<file path="config.mk">
export PLATFORM = sky130hd
export DESIGN_NAME = timer_counter_8bit_flat
export DESIGN_NICKNAME = d
export VERILOG_FILES = /design/src/rtl/timer_counter_8bit_pkg.sv /design/src/rtl/timer_counter_8bit_if.sv /design/src/rtl/timer_counter_8bit_prescaler.sv /design/src/rtl/timer_counter_8bit.sv /design/src/flat_wrapper.sv
export SDC_FILE = /design/constraint.sdc
export NUM_CORES = 1
export LEC_CHECK = 0
export CORE_ASPECT_RATIO = 0.8
export CORE_UTILIZATION = 57
export DETAILED_ROUTE_END_ITERATION = 12
export HOLD_SLACK_MARGIN = 0.06
export MAX_ROUTING_LAYER = met4
export PLACE_DENSITY = 0.84
export SETUP_SLACK_MARGIN = 0.02
export SYNTH_ARGS = -nofsm -noshare
export SYNTH_HDL_FRONTEND = slang
export SYNTH_SLANG_ARGS = --single-unit
</file>
<file path="constraint.sdc">
create_clock -name pclk -period 4.7 [get_ports pclk]
set_input_delay 0.94 -clock pclk [delete_from_list [all_inputs] [get_ports pclk]]
set_output_delay 0.94 -clock pclk [all_outputs]
set_load 0.02 [all_outputs]
</file>
<file path="src/rtl/timer_counter_8bit_pkg.sv">
// Shared constants and types for the 8-bit APB timer/counter.
// Latency: n/a (declarations only).
// Backpressure: n/a.
// Contents: bus widths, register addresses, TCR/TSR bit positions, address helper.
package timer_counter_8bit_pkg;

  localparam int DATA_WIDTH = 8;
  localparam int ADDR_WIDTH = 3;

  typedef logic [DATA_WIDTH-1:0] data_t;
  typedef logic [ADDR_WIDTH-1:0] addr_t;

  localparam addr_t ADDR_TDR  = 3'b010;
  localparam addr_t ADDR_TCR  = 3'b011;
  localparam addr_t ADDR_TCNT = 3'b100;
  localparam addr_t ADDR_TSR  = 3'b101;

  // TCR bit positions
  localparam int TCR_LOAD_BIT = 7;
  localparam int TCR_DIR_BIT  = 5;
  localparam int TCR_EN_BIT   = 4;
  localparam int TCR_CKS_MSB  = 1;
  localparam int TCR_CKS_LSB  = 0;

  // TSR bit positions
  localparam int TSR_OVF_BIT = 0;
  localparam int TSR_UDF_BIT = 1;

  // Writable TCR bits; reserved bits [6] and [3:2] always store 0.
  localparam data_t TCR_WR_MASK = data_t'((1 << TCR_LOAD_BIT) | (1 << TCR_DIR_BIT) |
                                          (1 << TCR_EN_BIT) | (1 << TCR_CKS_MSB) |
                                          (1 << TCR_CKS_LSB));

  function automatic logic addr_mapped(addr_t a);
    return (a == ADDR_TDR) || (a == ADDR_TCR) || (a == ADDR_TCNT) || (a == ADDR_TSR);
  endfunction

endpackage

</file>
<file path="src/rtl/timer_counter_8bit_if.sv">
// APB-style register bus bundle for the timer/counter.
// Latency: n/a (wires only).
// Backpressure: none; slave completes every access phase with pready.
// master drives psel/penable/pwrite/paddr/pwdata; slave returns prdata/pready/pslverr.
interface timer_counter_8bit_if;
  import timer_counter_8bit_pkg::*;

  logic  psel;
  logic  penable;
  logic  pwrite;
  addr_t paddr;
  data_t pwdata;
  data_t prdata;
  logic  pready;
  logic  pslverr;

  modport master (
    output psel, penable, pwrite, paddr, pwdata,
    input  prdata, pready, pslverr
  );

  modport slave (
    input  psel, penable, pwrite, paddr, pwdata,
    output prdata, pready, pslverr
  );

endinterface

</file>
<file path="src/rtl/timer_counter_8bit_prescaler.sv">
// Free-running 4-bit prescaler producing a one-cycle tick every 2^(cks+1) clocks.
// Latency: tick is combinational from the registered count.
// Backpressure: none; never stalls, cks changes do not reset the count.
// Ports: pclk, preset (async active-high), cks[1:0] divide select, tick out.
module prescaler
  import timer_counter_8bit_pkg::*;
(
  input  logic       pclk,
  input  logic       preset,
  input  logic [1:0] cks,
  output logic       tick
);

  logic [3:0] cnt_q;
  logic [3:0] cnt_d;
  logic [3:0] mask;

  always_comb begin
    cnt_d = cnt_q + 4'd1;
    // Low (cks+1) bits all ones marks the last cycle of each divide period.
    mask  = 4'((5'd2 << cks) - 5'd1);
    tick  = ((cnt_q & mask) == mask);
  end

  always_ff @(posedge pclk or posedge preset) begin
    if (preset) begin
      cnt_q <= '0;
    end else begin
      cnt_q <= cnt_d;
    end
  end

endmodule

</file>
<file path="src/rtl/timer_counter_8bit.sv">
// 8-bit up/down timer with reload, sticky wrap flags and an APB register port.
// Latency: zero-wait-state bus (pready = psel & penable); writes land on the access edge.
// Backpressure: none; optional macro TMR_SLVERR_EN flags unmapped/TCNT-write accesses via pslverr.
// Ports: pclk, preset (async active-high), apb (slave modport), TMR_OVF, TMR_UDF.
module timer_counter_8bit
  import timer_counter_8bit_pkg::*;
(
  input  logic                 pclk,
  input  logic                 preset,
  timer_counter_8bit_if.slave  apb,
  output logic                 TMR_OVF,
  output logic                 TMR_UDF
);

  data_t tdr_q, tdr_d;
  data_t tcr_q, tcr_d;
  data_t tcnt_q, tcnt_d;
  logic  ovf_q, ovf_d;
  logic  udf_q, udf_d;

  logic  tick;
  logic  access;
  logic  wr_en;
  logic  ovf_set;
  logic  udf_set;

  prescaler u_prescaler (
    .pclk   (pclk),
    .preset (preset),
    .cks    (tcr_q[TCR_CKS_MSB:TCR_CKS_LSB]),
    .tick   (tick)
  );

  assign access     = apb.psel & apb.penable;
  assign apb.pready = access;

`ifdef TMR_SLVERR_EN
  logic bad_access;
  assign bad_access  = !addr_mapped(apb.paddr) || (apb.pwrite && (apb.paddr == ADDR_TCNT));
  assign apb.pslverr = access & bad_access;
`else
  assign apb.pslverr = 1'b0;
`endif

  // An erroring access never commits.
  assign wr_en = access & apb.pwrite & ~apb.pslverr;

  always_comb begin
    tdr_d   = tdr_q;
    tcr_d   = tcr_q;
    tcnt_d  = tcnt_q;
    ovf_d   = ovf_q;
    udf_d   = udf_q;
    ovf_set = 1'b0;
    udf_set = 1'b0;

    // LOAD wins over counting; counting uses register values before this edge's write.
    if (tcr_q[TCR_LOAD_BIT]) begin
      tcnt_d = tdr_q;
    end else if (tcr_q[TCR_EN_BIT] && tick) begin
      if (tcr_q[TCR_DIR_BIT]) begin
        tcnt_d  = tcnt_q - 8'd1;
        udf_set = (tcnt_q == 8'h00);
      end else begin
        tcnt_d  = tcnt_q + 8'd1;
        ovf_set = (tcnt_q == 8'hFF);
      end
    end

    if (wr_en) begin
      case (apb.paddr)
        ADDR_TDR: tdr_d = apb.pwdata;
        ADDR_TCR: tcr_d = apb.pwdata & TCR_WR_MASK;
        ADDR_TSR: begin
          if (apb.pwdata[TSR_OVF_BIT]) ovf_d = 1'b0;
          if (apb.pwdata[TSR_UDF_BIT]) udf_d = 1'b0;
        end
        default: ;
      endcase
    end

    // A wrap on the same edge as a W1C keeps the flag set.
    if (ovf_set) ovf_d = 1'b1;
    if (udf_set) udf_d = 1'b1;
  end

  always_ff @(posedge pclk or posedge preset) begin
    if (preset) begin
      tdr_q  <= '0;
      tcr_q  <= '0;
      tcnt_q <= '0;
      ovf_q  <= 1'b0;
      udf_q  <= 1'b0;
    end else begin
      tdr_q  <= tdr_d;
      tcr_q  <= tcr_d;
      tcnt_q <= tcnt_d;
      ovf_q  <= ovf_d;
      udf_q  <= udf_d;
    end
  end

  always_comb begin
    apb.prdata = '0;
    if (apb.psel && !apb.pwrite) begin
      case (apb.paddr)
        ADDR_TDR:  apb.prdata = tdr_q;
        ADDR_TCR:  apb.prdata = tcr_q;
        ADDR_TCNT: apb.prdata = tcnt_q;
        ADDR_TSR:  apb.prdata = {6'b0, udf_q, ovf_q};
        default:   apb.prdata = '0;
      endcase
    end
  end

  assign TMR_OVF = ovf_q;
  assign TMR_UDF = udf_q;

endmodule

</file>
<file path="src/flat_wrapper.sv">
// flat-port wrapper written by rule: the top's interface ports become plain ports
module timer_counter_8bit_flat import timer_counter_8bit_pkg::*;
  (pclk, preset, TMR_OVF, TMR_UDF, apb_psel, apb_penable, apb_pwrite, apb_paddr, apb_pwdata, apb_prdata, apb_pready, apb_pslverr);
  timer_counter_8bit_if apb_i ();
  input  logic pclk;
  input  logic preset;
  output logic TMR_OVF;
  output logic TMR_UDF;
  input wire logic [$bits(apb_i.psel)-1:0] apb_psel;
  input wire logic [$bits(apb_i.penable)-1:0] apb_penable;
  input wire logic [$bits(apb_i.pwrite)-1:0] apb_pwrite;
  input wire logic [$bits(apb_i.paddr)-1:0] apb_paddr;
  input wire logic [$bits(apb_i.pwdata)-1:0] apb_pwdata;
  output wire logic [$bits(apb_i.prdata)-1:0] apb_prdata;
  output wire logic [$bits(apb_i.pready)-1:0] apb_pready;
  output wire logic [$bits(apb_i.pslverr)-1:0] apb_pslverr;
  assign apb_i.psel = apb_psel;
  assign apb_i.penable = apb_penable;
  assign apb_i.pwrite = apb_pwrite;
  assign apb_i.paddr = apb_paddr;
  assign apb_i.pwdata = apb_pwdata;
  assign apb_prdata = apb_i.prdata;
  assign apb_pready = apb_i.pready;
  assign apb_pslverr = apb_i.pslverr;
  timer_counter_8bit u_core (.pclk(pclk), .preset(preset), .apb(apb_i), .TMR_OVF(TMR_OVF), .TMR_UDF(TMR_UDF));
endmodule
</file>
==> impl_metrics.csv <==
group,metric,value,unit
finish,antenna_cells,0,
synth,avgSynthCellArea,9.787,um2
die,dieArea,3122,um2
clocking,ctsResizeCount,0,
pwr,comb_power_share,0.401,
synth,yosysTopAreaCell,"dfrtp_1",
worst_setup_path,critPathLaunchType,"input port",
synth,synth_cell_type_count,41,
global_route,overflow,0,
worst_setup_path,cp.required,3.76,ns
route,ant_nets,0,
timing,fin_hold_ws,0.4769,ns
clocking,insertion_delay,0.32,ns
timing,slew_headroom,0.3240,
finish,drive_gt1_frac,0.1340,
job,max-cap-violations,0,
worst_setup_path,critPathKind,"input port to output port",
timing,fin_crit_sh,0.8453,
route,wire_per_inst,15.44,um
clocking,clk_path_buf_depth,2,
timing,min_period,3.973,ns
die,die_w,62.23,um
finish,fin_nets,219,
pwr,cellLeakagePower,0.0008491,uW
die,core-area,2765,um2
worst_setup_path,critPathArrivalTime,3.03,ns
placement,place.gp.congestion,0.9066,
synth,synth_nets,193,
route,routed_via_density,5.974,
synth,ys_ff_latch,27,
clocking,cts_made_buffers,3,
pwr,vdd_ir_drop_max,0.0002746,V
timing,fin_setup_tns,0,ns
timing,rsz0062_at_grt,"no",
route,drt_iter0_markers,88,
global_route,grt_pass1_vias,1297,
finish,synthToLayoutAreaGrowth,19.29,%
status,outcome,"complete, no violations",
global_route,grt_max_degree,28,
global_route,antenna_found_initial,0,
pwr,swShare,0.3928,
worst_setup_path,critPathCaptureType,"output port",
synth,synth_area_leaders,"dfrtp_1 (41%), mux2_2 (12%), ha_1 (5.3%)",
die,die_h,50.18,um
die,rows,17,
clocking,cts_tree,"built",
placement,io_buffers,26,
route,finalWirelength,3582,um
synth,synth_ff_type,"dfrtp_1",
pwr,powerDensity,396.1,nW/um2
hold_path,hold_class,"register to register",
finish,final_cell_mix,"dfrtp_1 (27), clkdlybuf4s50_1 (26), mux2_2 (18)",
route,drcViolationCount,0,
placement,dpl.cell_count,228,
clocking,root_buffer,"clkbuf_4",
pwr,power.internal,474.5,uW
synth,synth_top_area_frac,0.4085,
worst_setup_path,cp_max_fo,6,
timing,fin_skew,0.01105,ns
synth,netlist_instances,169,
synth,synth_warnings,0,
timing,finalSetupViolations,0,
global_route,grt_pass1_wl,6210,um
clocking,cts_max_level,1,
synth,ys_seq_area_frac,0.4085,
pwr,switchingPower,307.0,uW
pwr,pwr-share-clk,0.125,
finish,fin_cells,232,
timing,finalMaxSlewViolations,0,
pwr,p_seq_frac,0.474,
placement,dp.final_hpwl,2801,um
synth,syn_area,1654,um2
clocking,hold_buffers,0,
clocking,cts.sink_count,27,
timing,worst_pin_slew,1.013,ns
synth,synthArstFlopShare,1.000,
route,first_pass_iters,6,
die,start_util,0.5982,
timing,fmax,0.2517,GHz
route,vias,1386,
timing,finalHoldViolCount,0,
synth,synth_edf_count,0,
clocking,cts_setup_buffers,0,
global_route,grt_usage,0.2652,
finish,layout_commonest_cell,"dfrtp_1",
die,pin_count,28,
clocking,path_clk_slew,0.13,ns
[synth_stat cells, drive strengths merged (5+ instances only)]
library cell	n
nand2	16
ha	7
nor2b	6
nor2	10
a22oi	8
nand3	5
mux2	18
inv	8
o21ai	12
nand4	5
dfrtp	27
[layout make-up]
cell class / count / area, um2
inverters: 8 / 30.03
multi-input cells: 127 / 917.1
repair buffers: 28 / 275.3
clock buffers: 3 / 22.52
well taps: 38 / 47.55
clock inverters: 1 / 5.005
fillers: 216 / 792.0
flip-flops and latches: 27 / 675.6
[power groups by stage]
stage                     sequential (uW)  combinational [uW]  clock, uW
final                                 371                 313       97.7
after CTS                             368                 312       99.3
after floorplan                       344                 245          0
after global routing                  380                 355        109
after detailed placement              373                 310          0
after global placement                372                 297          0
[worst max-delay path, stage by stage]
cell	delay [ns]
clkdlybuf4s50_1	0.48
nor2b_1	0.36
buf_4	0.21
a221oi_1	0.08
a211oi_1	0.30
clkdlybuf4s50_1	0.66
[per-layer routing]
layer	vias up	track usage	part of all wire
li1	668	-	-
met1	645	0.3719	0.45
met2	64	0.4103	0.47
met3	9	0.05000	0.068
met4	0	0.04651	0.0098
met5	-	-	0
[final timing paths]
kind / startpoint / end / slack (ns) / cells after the start
min reg2reg: u_core.u_prescaler.cnt_q[3] / u_core.u_prescaler.cnt_q[3] / 0.48 / 1
max in group asynchronous: preset / u_core.tcnt_q[6] / 2.95 / 2
max reg2reg: u_core.tcr_q[5] / u_core.tcnt_q[7] / 2.48 / 6
min in group asynchronous: preset / u_core.tcr_q[0] / 1.14 / 2
min: u_core.u_prescaler.cnt_q[3] / u_core.u_prescaler.cnt_q[3] / 0.48 / 1
max: apb_paddr[2] / apb_prdata[1] / 0.73 / 6
[state kept, by name (all words and copies together), names as in the netlist]
name                      cells
u_core.tdr_q                  8
u_core.u_prescaler.cnt_q      4
u_core.tcr_q                  5
u_core.tcnt_q                 8
u_core.TMR_OVF                1
u_core.TMR_UDF                1
[kinds of logic (layout without fill, tap and decap cells)]
logic type      count (synthesis)  after routing  share of synthesized area
xor+xnor                        6              6                    0.03177
compound gates                 37             37                     0.1505
simple gates                   53             53                     0.1581
mux                            22             22                     0.1467
flops                          27             27                     0.4085
other cells                     1              1                   0.002267
fa+ha+maj                       8              8                    0.06505
buf+inv                        15             40                    0.03706
[metrics by stage]
| step | util | instance area (um2) | power (uW) | setup WS (ns) |
|---|---|---|---|---|
| finish | 0.7136 | 1973 | 781.6 | 0.7272 |
| floorplan | - | 1654 | 588.9 | 1.599 |
| global placement | 0.7036 | 1946 | 669.1 | 0.8245 |
| global route | 0.7136 | 1973 | 844.2 | 0.6373 |
| detailed placement | 0.7036 | 1946 | 682.9 | 0.7378 |
| CTS | 0.7136 | 1973 | 779.8 | 0.7371 |
Note: power is estimated with default switching activity, not from simulation.
